===== config.mk =====
export PLATFORM = sky130hd
export DESIGN_NAME = riscv_fetch_queue_flat
export DESIGN_NICKNAME = d
export VERILOG_FILES = /design/src/rtl/riscv_fetch_queue_pkg.sv /design/src/rtl/riscv_fetch_queue_if.sv /design/src/rtl/riscv_fetch_queue_sync_fifo.sv /design/src/rtl/riscv_fetch_queue.sv /design/src/flat_wrapper.sv
export SDC_FILE = /design/constraint.sdc
export NUM_CORES = 1
export LEC_CHECK = 0
export CORE_MARGIN = 1
export CORE_UTILIZATION = 61
export DETAILED_ROUTE_END_ITERATION = 10
export HOLD_SLACK_MARGIN = 0.02
export PLACE_DENSITY = 0.85
export SYNTH_ARGS = -nofsm -noshare
export SYNTH_HDL_FRONTEND = slang
export SYNTH_SLANG_ARGS = --single-unit

===== constraint.sdc =====
create_clock -name clk -period 12.03 [get_ports clk]
set_input_delay 1.8045 -clock clk [delete_from_list [all_inputs] [get_ports clk]]
set_output_delay 1.8045 -clock clk [all_outputs]
set_load 0.01 [all_outputs]

===== src/rtl/riscv_fetch_queue_pkg.sv =====
// Shared types and defaults for the instruction fetch queue.
package riscv_fetch_queue_pkg;

  typedef enum logic [1:0] {
    S_RUN,
    S_HALT,
    S_EXCEPT
  } fetch_state_t;

  localparam logic [31:0] RESET_PC_DEFAULT = 32'h0040_0000;
  localparam int unsigned DEPTH_DEFAULT    = 4;

  typedef struct packed {
    logic [31:0] inst;
    logic [31:0] pc;
  } fetch_entry_t;

endpackage


===== src/rtl/riscv_fetch_queue_if.sv =====
// Fetch-side bundle: IMEM request/response, execute redirect/halt and decode handshake.
interface riscv_fetch_queue_if;
  logic        imem_req_valid;
  logic [31:0] imem_req_addr;
  logic        imem_req_ready;
  logic        imem_resp_valid;
  logic [31:0] imem_resp_data;
  logic        redirect_valid;
  logic [31:0] redirect_pc;
  logic        halt;
  logic        inst_valid;
  logic [31:0] inst;
  logic [31:0] inst_pc;
  logic        inst_ready;
  logic        except_ia;

  // master is the fetch queue itself; slave is the surrounding IMEM/execute/decode side
  modport master (
    output imem_req_valid, imem_req_addr,
    input  imem_req_ready, imem_resp_valid, imem_resp_data,
    input  redirect_valid, redirect_pc, halt,
    output inst_valid, inst, inst_pc,
    input  inst_ready,
    output except_ia
  );

  modport slave (
    input  imem_req_valid, imem_req_addr,
    output imem_req_ready, imem_resp_valid, imem_resp_data,
    output redirect_valid, redirect_pc, halt,
    input  inst_valid, inst, inst_pc,
    output inst_ready,
    input  except_ia
  );
endinterface


===== src/rtl/riscv_fetch_queue_sync_fifo.sv =====
// Power-of-two synchronous FIFO with flush; simultaneous push/pop allowed when full.
module riscv_sync_fifo #(
  parameter int unsigned WIDTH = 32,
  parameter int unsigned DEPTH = 4
) (
  input  logic                   clk,
  input  logic                   rst_l,
  input  logic                   push,
  input  logic                   pop,
  input  logic                   flush,
  input  logic [WIDTH-1:0]       din,
  output logic [WIDTH-1:0]       dout,
  output logic                   full,
  output logic                   empty,
  output logic [$clog2(DEPTH):0] count
);
  localparam int unsigned AW = $clog2(DEPTH);

  logic [WIDTH-1:0] mem [DEPTH];
  logic [AW-1:0]    rd_ptr;
  logic [AW-1:0]    wr_ptr;
  logic             do_push;
  logic             do_pop;

  assign empty   = (count == '0);
  assign full    = (count == (AW+1)'(DEPTH));
  assign do_pop  = pop && !empty;
  assign do_push = push && (!full || do_pop);
  assign dout    = mem[rd_ptr];

  always_ff @(posedge clk) begin
    if (!rst_l || flush) begin
      rd_ptr <= '0;
      wr_ptr <= '0;
      count  <= '0;
    end else begin
      if (do_push) wr_ptr <= wr_ptr + AW'(1);
      if (do_pop)  rd_ptr <= rd_ptr + AW'(1);
      count <= count + (AW+1)'(do_push) - (AW+1)'(do_pop);
    end
  end

  always_ff @(posedge clk) begin
    if (do_push) mem[wr_ptr] <= din;
  end
endmodule


===== src/rtl/riscv_fetch_queue.sv =====
// In-order instruction fetch: credit-limited IMEM issue, PC-tagged response queue, flush on redirect/halt.
module riscv_fetch_queue
  import riscv_fetch_queue_pkg::*;
#(
  parameter int unsigned DEPTH    = DEPTH_DEFAULT,
  parameter logic [31:0] RESET_PC = RESET_PC_DEFAULT
) (
  input logic                 clk,
  input logic                 rst_l,
  riscv_fetch_queue_if.master bus
);
  localparam int unsigned CW = $clog2(DEPTH) + 1;

  fetch_state_t  state;
  logic [31:0]   fetch_pc;
  logic [CW-1:0] inflight;
  logic [CW-1:0] inflight_next;
  logic [CW-1:0] drop_cnt;
  logic [CW-1:0] q_count;
  logic [CW-1:0] tag_count;
  logic [CW:0]   credit_used;
  logic          except_q;

  logic          issue;
  logic          resp_take;
  logic          resp_keep;
  logic          flush;
  logic          misaligned;
  logic          q_pop;
  logic          q_full;
  logic          q_empty;
  logic          tag_full;
  logic          tag_empty;
  logic [31:0]   tag_pc;
  fetch_entry_t  q_in;
  fetch_entry_t  q_out;

  assign credit_used = {1'b0, q_count} + {1'b0, inflight};

  assign bus.imem_req_valid = rst_l && (state == S_RUN) && !bus.redirect_valid
                              && (credit_used < (CW+1)'(DEPTH));
  assign bus.imem_req_addr  = fetch_pc;

  assign issue         = bus.imem_req_valid && bus.imem_req_ready;
  // A response with nothing outstanding (e.g. right after reset) is ignored entirely.
  assign resp_take     = bus.imem_resp_valid && (inflight != '0);
  assign flush         = (state == S_RUN) && (bus.halt || bus.redirect_valid);
  assign misaligned    = (bus.redirect_pc[1:0] != 2'b00);
  assign resp_keep     = resp_take && (drop_cnt == '0) && (state == S_RUN) && !flush;
  assign inflight_next = inflight + CW'(issue) - CW'(resp_take);

  assign bus.inst_valid = rst_l && !q_empty && (state != S_EXCEPT);
  assign bus.inst       = q_out.inst;
  assign bus.inst_pc    = q_out.pc;
  assign bus.except_ia  = except_q;
  assign q_pop          = bus.inst_valid && bus.inst_ready;

  assign q_in.inst = bus.imem_resp_data;
  assign q_in.pc   = tag_pc;

  riscv_sync_fifo #(
    .WIDTH (32),
    .DEPTH (DEPTH)
  ) u_tag_q (
    .clk   (clk),
    .rst_l (rst_l),
    .push  (issue),
    .pop   (resp_keep),
    .flush (flush),
    .din   (fetch_pc),
    .dout  (tag_pc),
    .full  (tag_full),
    .empty (tag_empty),
    .count (tag_count)
  );

  riscv_sync_fifo #(
    .WIDTH ($bits(fetch_entry_t)),
    .DEPTH (DEPTH)
  ) u_data_q (
    .clk   (clk),
    .rst_l (rst_l),
    .push  (resp_keep),
    .pop   (q_pop),
    .flush (flush),
    .din   (q_in),
    .dout  (q_out),
    .full  (q_full),
    .empty (q_empty),
    .count (q_count)
  );

  always_ff @(posedge clk) begin
    if (!rst_l) begin
      state    <= S_RUN;
      fetch_pc <= RESET_PC;
      inflight <= '0;
      drop_cnt <= '0;
      except_q <= 1'b0;
    end else begin
      inflight <= inflight_next;
      if (issue) fetch_pc <= fetch_pc + 32'd4;
      if (resp_take && (drop_cnt != '0)) drop_cnt <= drop_cnt - CW'(1);
      // Flush: every fetch still outstanding after this cycle returns stale and must be dropped.
      unique case (state)
        S_RUN: begin
          if (bus.halt) begin
            state    <= S_HALT;
            drop_cnt <= inflight_next;
          end else if (bus.redirect_valid) begin
            drop_cnt <= inflight_next;
            fetch_pc <= bus.redirect_pc;
            if (misaligned) begin
              state    <= S_EXCEPT;
              except_q <= 1'b1;
            end
          end
        end
        default: ;
      endcase
    end
  end

  // Credit rule keeps both FIFOs from overflowing; tags plus pending drops always equal inflight.
  always_ff @(posedge clk) begin
    if (rst_l) begin
      assert (!(resp_keep && q_full));
      assert (!(issue && tag_full));
      assert (!(resp_keep && tag_empty));
      if (state == S_RUN) assert (({1'b0, tag_count} + {1'b0, drop_cnt}) == {1'b0, inflight});
    end
  end
endmodule

===== src/flat_wrapper.sv =====
// flat-port wrapper written by rule: the top's interface ports become plain ports
module riscv_fetch_queue_flat import riscv_fetch_queue_pkg::*;
#(
  parameter int unsigned DEPTH    = DEPTH_DEFAULT,
  parameter logic [31:0] RESET_PC = RESET_PC_DEFAULT
)
  (clk, rst_l, bus_imem_req_valid, bus_imem_req_addr, bus_imem_req_ready, bus_imem_resp_valid, bus_imem_resp_data, bus_redirect_valid, bus_redirect_pc, bus_halt, bus_inst_valid, bus_inst, bus_inst_pc, bus_inst_ready, bus_except_ia);
  riscv_fetch_queue_if bus_i ();
  input logic clk;
  input logic rst_l;
  output wire logic [$bits(bus_i.imem_req_valid)-1:0] bus_imem_req_valid;
  output wire logic [$bits(bus_i.imem_req_addr)-1:0] bus_imem_req_addr;
  input wire logic [$bits(bus_i.imem_req_ready)-1:0] bus_imem_req_ready;
  input wire logic [$bits(bus_i.imem_resp_valid)-1:0] bus_imem_resp_valid;
  input wire logic [$bits(bus_i.imem_resp_data)-1:0] bus_imem_resp_data;
  input wire logic [$bits(bus_i.redirect_valid)-1:0] bus_redirect_valid;
  input wire logic [$bits(bus_i.redirect_pc)-1:0] bus_redirect_pc;
  input wire logic [$bits(bus_i.halt)-1:0] bus_halt;
  output wire logic [$bits(bus_i.inst_valid)-1:0] bus_inst_valid;
  output wire logic [$bits(bus_i.inst)-1:0] bus_inst;
  output wire logic [$bits(bus_i.inst_pc)-1:0] bus_inst_pc;
  input wire logic [$bits(bus_i.inst_ready)-1:0] bus_inst_ready;
  output wire logic [$bits(bus_i.except_ia)-1:0] bus_except_ia;
  assign bus_imem_req_valid = bus_i.imem_req_valid;
  assign bus_imem_req_addr = bus_i.imem_req_addr;
  assign bus_i.imem_req_ready = bus_imem_req_ready;
  assign bus_i.imem_resp_valid = bus_imem_resp_valid;
  assign bus_i.imem_resp_data = bus_imem_resp_data;
  assign bus_i.redirect_valid = bus_redirect_valid;
  assign bus_i.redirect_pc = bus_redirect_pc;
  assign bus_i.halt = bus_halt;
  assign bus_inst_valid = bus_i.inst_valid;
  assign bus_inst = bus_i.inst;
  assign bus_inst_pc = bus_i.inst_pc;
  assign bus_i.inst_ready = bus_inst_ready;
  assign bus_except_ia = bus_i.except_ia;
  riscv_fetch_queue #(.DEPTH(DEPTH), .RESET_PC(RESET_PC)) u_core (.clk(clk), .rst_l(rst_l), .bus(bus_i));
endmodule

==> results.txt <==
status: completed
top cells by area, synth: edfxtp_1 (68%), mux4_2 (13%), dfxtp_1 (7.0%), ha_1 (1.4%), xor2_1 (0.93%)
delay-heaviest family, CP: buffers and inverters
critical path capture point type: output pin
Hold Path Cell Cnt: 2
Fmax: 180 MHz
cts hold-fix bufs: 0
sequential area share after synthesis: 75.1%
reg-to-reg slack, setup: 8390 ps
CTS buffer count: 42
Post-DRT Antenna Nets: 0
hold path start: u_core.bus.except_ia
Setup crit start kind: input port
Area Overhead vs Synth: 20.1%
initial antenna violation count: 0
worst r2r path cells: 14
WP buf/inv: 2
Starting DRT DRC Count: 970
total grt overflow: 0
global router's overall resource usage: 25.7%
Critical R2R Launch: u_core.drop_cnt[0]
sequential cell area: 0.0127 mm²
Worst R2R End: u_core.u_tag_q.count[2]
Final setup viols: 0
pwr dens: 156 mW/mm²
FP Rows: 60
Syn. warnings: 0
min-delay worst type: reg2reg
worst clock skew: 17.1 ps
critical path's slowest cell: clkdlybuf4s50_1
Initial Utilization: 62.4%
First-pass DRT Iterations: 5
vias in the first global route: 9238
worst-path cell chain: clkdlybuf4s50_1 -> nor4_1 -> nand2_1 -> nor4_1 -> clkdlybuf4s50_1
CTS root buf: clkbuf_16
slew margin rel.: 31.2%
clock sink total: 443
diodes inserted: 0
WHS Endpoint: u_core.bus.except_ia
slowest stage delay, CP: 590 ps
final period utilization: 46.1%
number of remaining DRC errors: 0
synthesized area: 0.0169 mm²
Post-CTS Setup Inserts: 0
worst slew pin tran: 1030 ps
WP data arrival: 3740 ps
prevailing post-synth register cell: edfxtp_1
number of max-cap violations: 0
Final Hold Fails: 0
post-cts repair resize count: 0
worst path required time: 10230 ps
fraction of layout cells with a size suffix above 1: 16.1%
Slew Limit Fails: 0
largest net degree at the start of global routing: 65
WL per Instance: 24.2 µm
Synth Area per Inst: 19.2 µm²
worst hold slack: 489 ps
clk_lat worst skew: 530 ps
RSZ-0062 raised after global routing: no
Yosys top cell area share: 68.2%
fillcell total: 1492
fin nets: 1158
Vias per Instance: 6.14
number of flops mapped to enable cells by yosys: 384
Clock Path Buffers: 3
VDD IR max: 0.0951 mV
Post-Route Setup TNS: 0 ps
CTS tree: yes
Port Buffers: 169
cells after synthesis: 880
final wirelength: 35.6 mm
syn nets: 973
Period minus WS final: 5550 ps
CTS clk-pin slew, worst paths: 60 ps
crit path kind: in2out
Core ar.: 0.0271 mm²
synthesized flop and latch total: 443
Die W: 169 µm
H-tree depth: 2
Finished Cell Area: 0.0203 mm²
cell taking the most area after synthesis: edfxtp_1
peak fanout along the critical path: 6
area of the multi-input gates: 0.00399 mm²
Die H: 169 µm
Pleak: 6.41 nW
ys async rst share: 0%
DR vias: 9008
Die ar.: 0.0284 mm²
Post-DP HPWL: 20.5 mm
I/O pin cnt: 170
Placer Congestion: 0.881
first-pass GRT wire length: 53.9 mm
Area after DPL: 0.0190 mm²
Netlist cell types: 41
-- synth_stat cells, types with 3 or more instances --
library cell,number
fa_1,3
o31ai_1,5
nor3_1,7
and3_1,4
dfxtp_1,59
xor2_1,18
nor4_1,8
mux4_2,96
o21ai_0,30
nand3_1,8
or4_1,4
mux2i_1,4
ha_1,19
a211oi_1,3
clkbuf_1,24
nand4_1,18
and2_1,13
buf_1,14
a31oi_1,7
a21oi_1,27
or3_1,3
edfxtp_1,384
inv_1,23
xnor2_1,17
nand2_1,29
nor2_1,36
-- sequential cells by signal, summed over array words and instances (netlist names), 3 cells and up, named ones only --
name	cells
u_core.u_data_q.mem	256
u_core.u_tag_q.count	3
u_core.u_data_q.count	3
u_core.inflight	3
u_core.bus.imem_req_addr	32
u_core.u_tag_q.mem	128
u_core.drop_cnt	3
-- area by class of cell --
cell class | count | share of cell area (%)
timing repair buffer | 179 | 8.69
multi-input combinational | 376 | 19.6
clock inverter | 16 | 0.690
clock buffer | 58 | 5.67
inverter | 23 | 0.425
sequential | 443 | 62.6
tap | 372 | 2.29
-- kinds of logic after synthesis --
logic type,count (synthesis),synth area share [%]
flip-flops,443,75.1
AND/OR/NAND/NOR,143,4.44
multiplexers,100,13.0
AO/OA/AOI/OAI,76,2.48
buffers and inverters,61,1.35
XOR/XNOR,35,1.81
adder cells (fa/ha/maj),22,1.76
-- cells in the final DEF, fill, tap and decap left out, types with 3 or more instances in the layout --
master,count
clkinv_1,5
inv_1,23
nor4_1,8
fa_1,3
ha_1,19
clkbuf_1,13
clkinv_2,5
or4_1,4
buf_4,10
and2_4,4
a21oi_1,27
a211oi_1,3
o21ai_0,30
or3_1,3
mux2i_1,4
nor2_1,36
a31oi_1,7
xor2_1,18
and2_1,9
and3_1,4
nand4_1,18
dfxtp_1,56
nand2_1,29
nand3_1,8
mux4_2,96
o31ai_1,5
clkdlybuf4s50_1,169
clkbuf_16,43
xnor2_1,17
nor3_1,7
edfxtp_1,384
-- per-layer routing --
layer / share of wire (%) / GRT usage, % / vias to the layer above
met5: 0 / 0 / -
met4: 2.1 / 7.00 / 0
met3: 7.2 / 3.86 / 53
met2: 52 / 44.7 / 441
met1: 39 / 34.3 / 4617
li1: - / - / 3897
-- through the flow --
step / utilization (%) / instances / total power, mW / worst slack (ps)
floorplan: - / 880 / 1.86 / 6810
global placement: 70.2 / 1393 / 1.95 / 6500
detailed placement: 70.2 / 1393 / 1.96 / 6510
CTS: 75.0 / 1467 / 3.19 / 6490
global route: 75.0 / 1467 / 3.27 / 6280
finish: 75.0 / 1467 / 3.18 / 6480
-- worst min-delay path, delay by kind of cell (launching register included) --
| family | cells | cell delay (ps) |
|---|---|---|
| simple gates | 2 | 120 |
| flops | 1 | 330 |
-- how the worst max path moves through the flow --
stage,start,end,slack [ps],cells past startpoint
5_1_grt,bus_redirect_valid,bus_imem_req_valid,6280,5
3_5_place_dp,bus_redirect_valid,bus_imem_req_valid,6510,5
3_3_place_gp,rst_l,bus_imem_req_valid,6500,5
4_1_cts,bus_redirect_valid,bus_imem_req_valid,6490,5
6_report,bus_redirect_valid,bus_imem_req_valid,6480,5
2_1_floorplan,bus_halt,u_core.u_data_q.mem[0][0],6810,5
-- where the power goes --
group,switching (mW),internal [mW]
logic,0.0933,0.0988
registers,0.0354,1.70
clock network,0.533,0.715
total,0.662,2.51
Power figures use the tool's default switching activity.
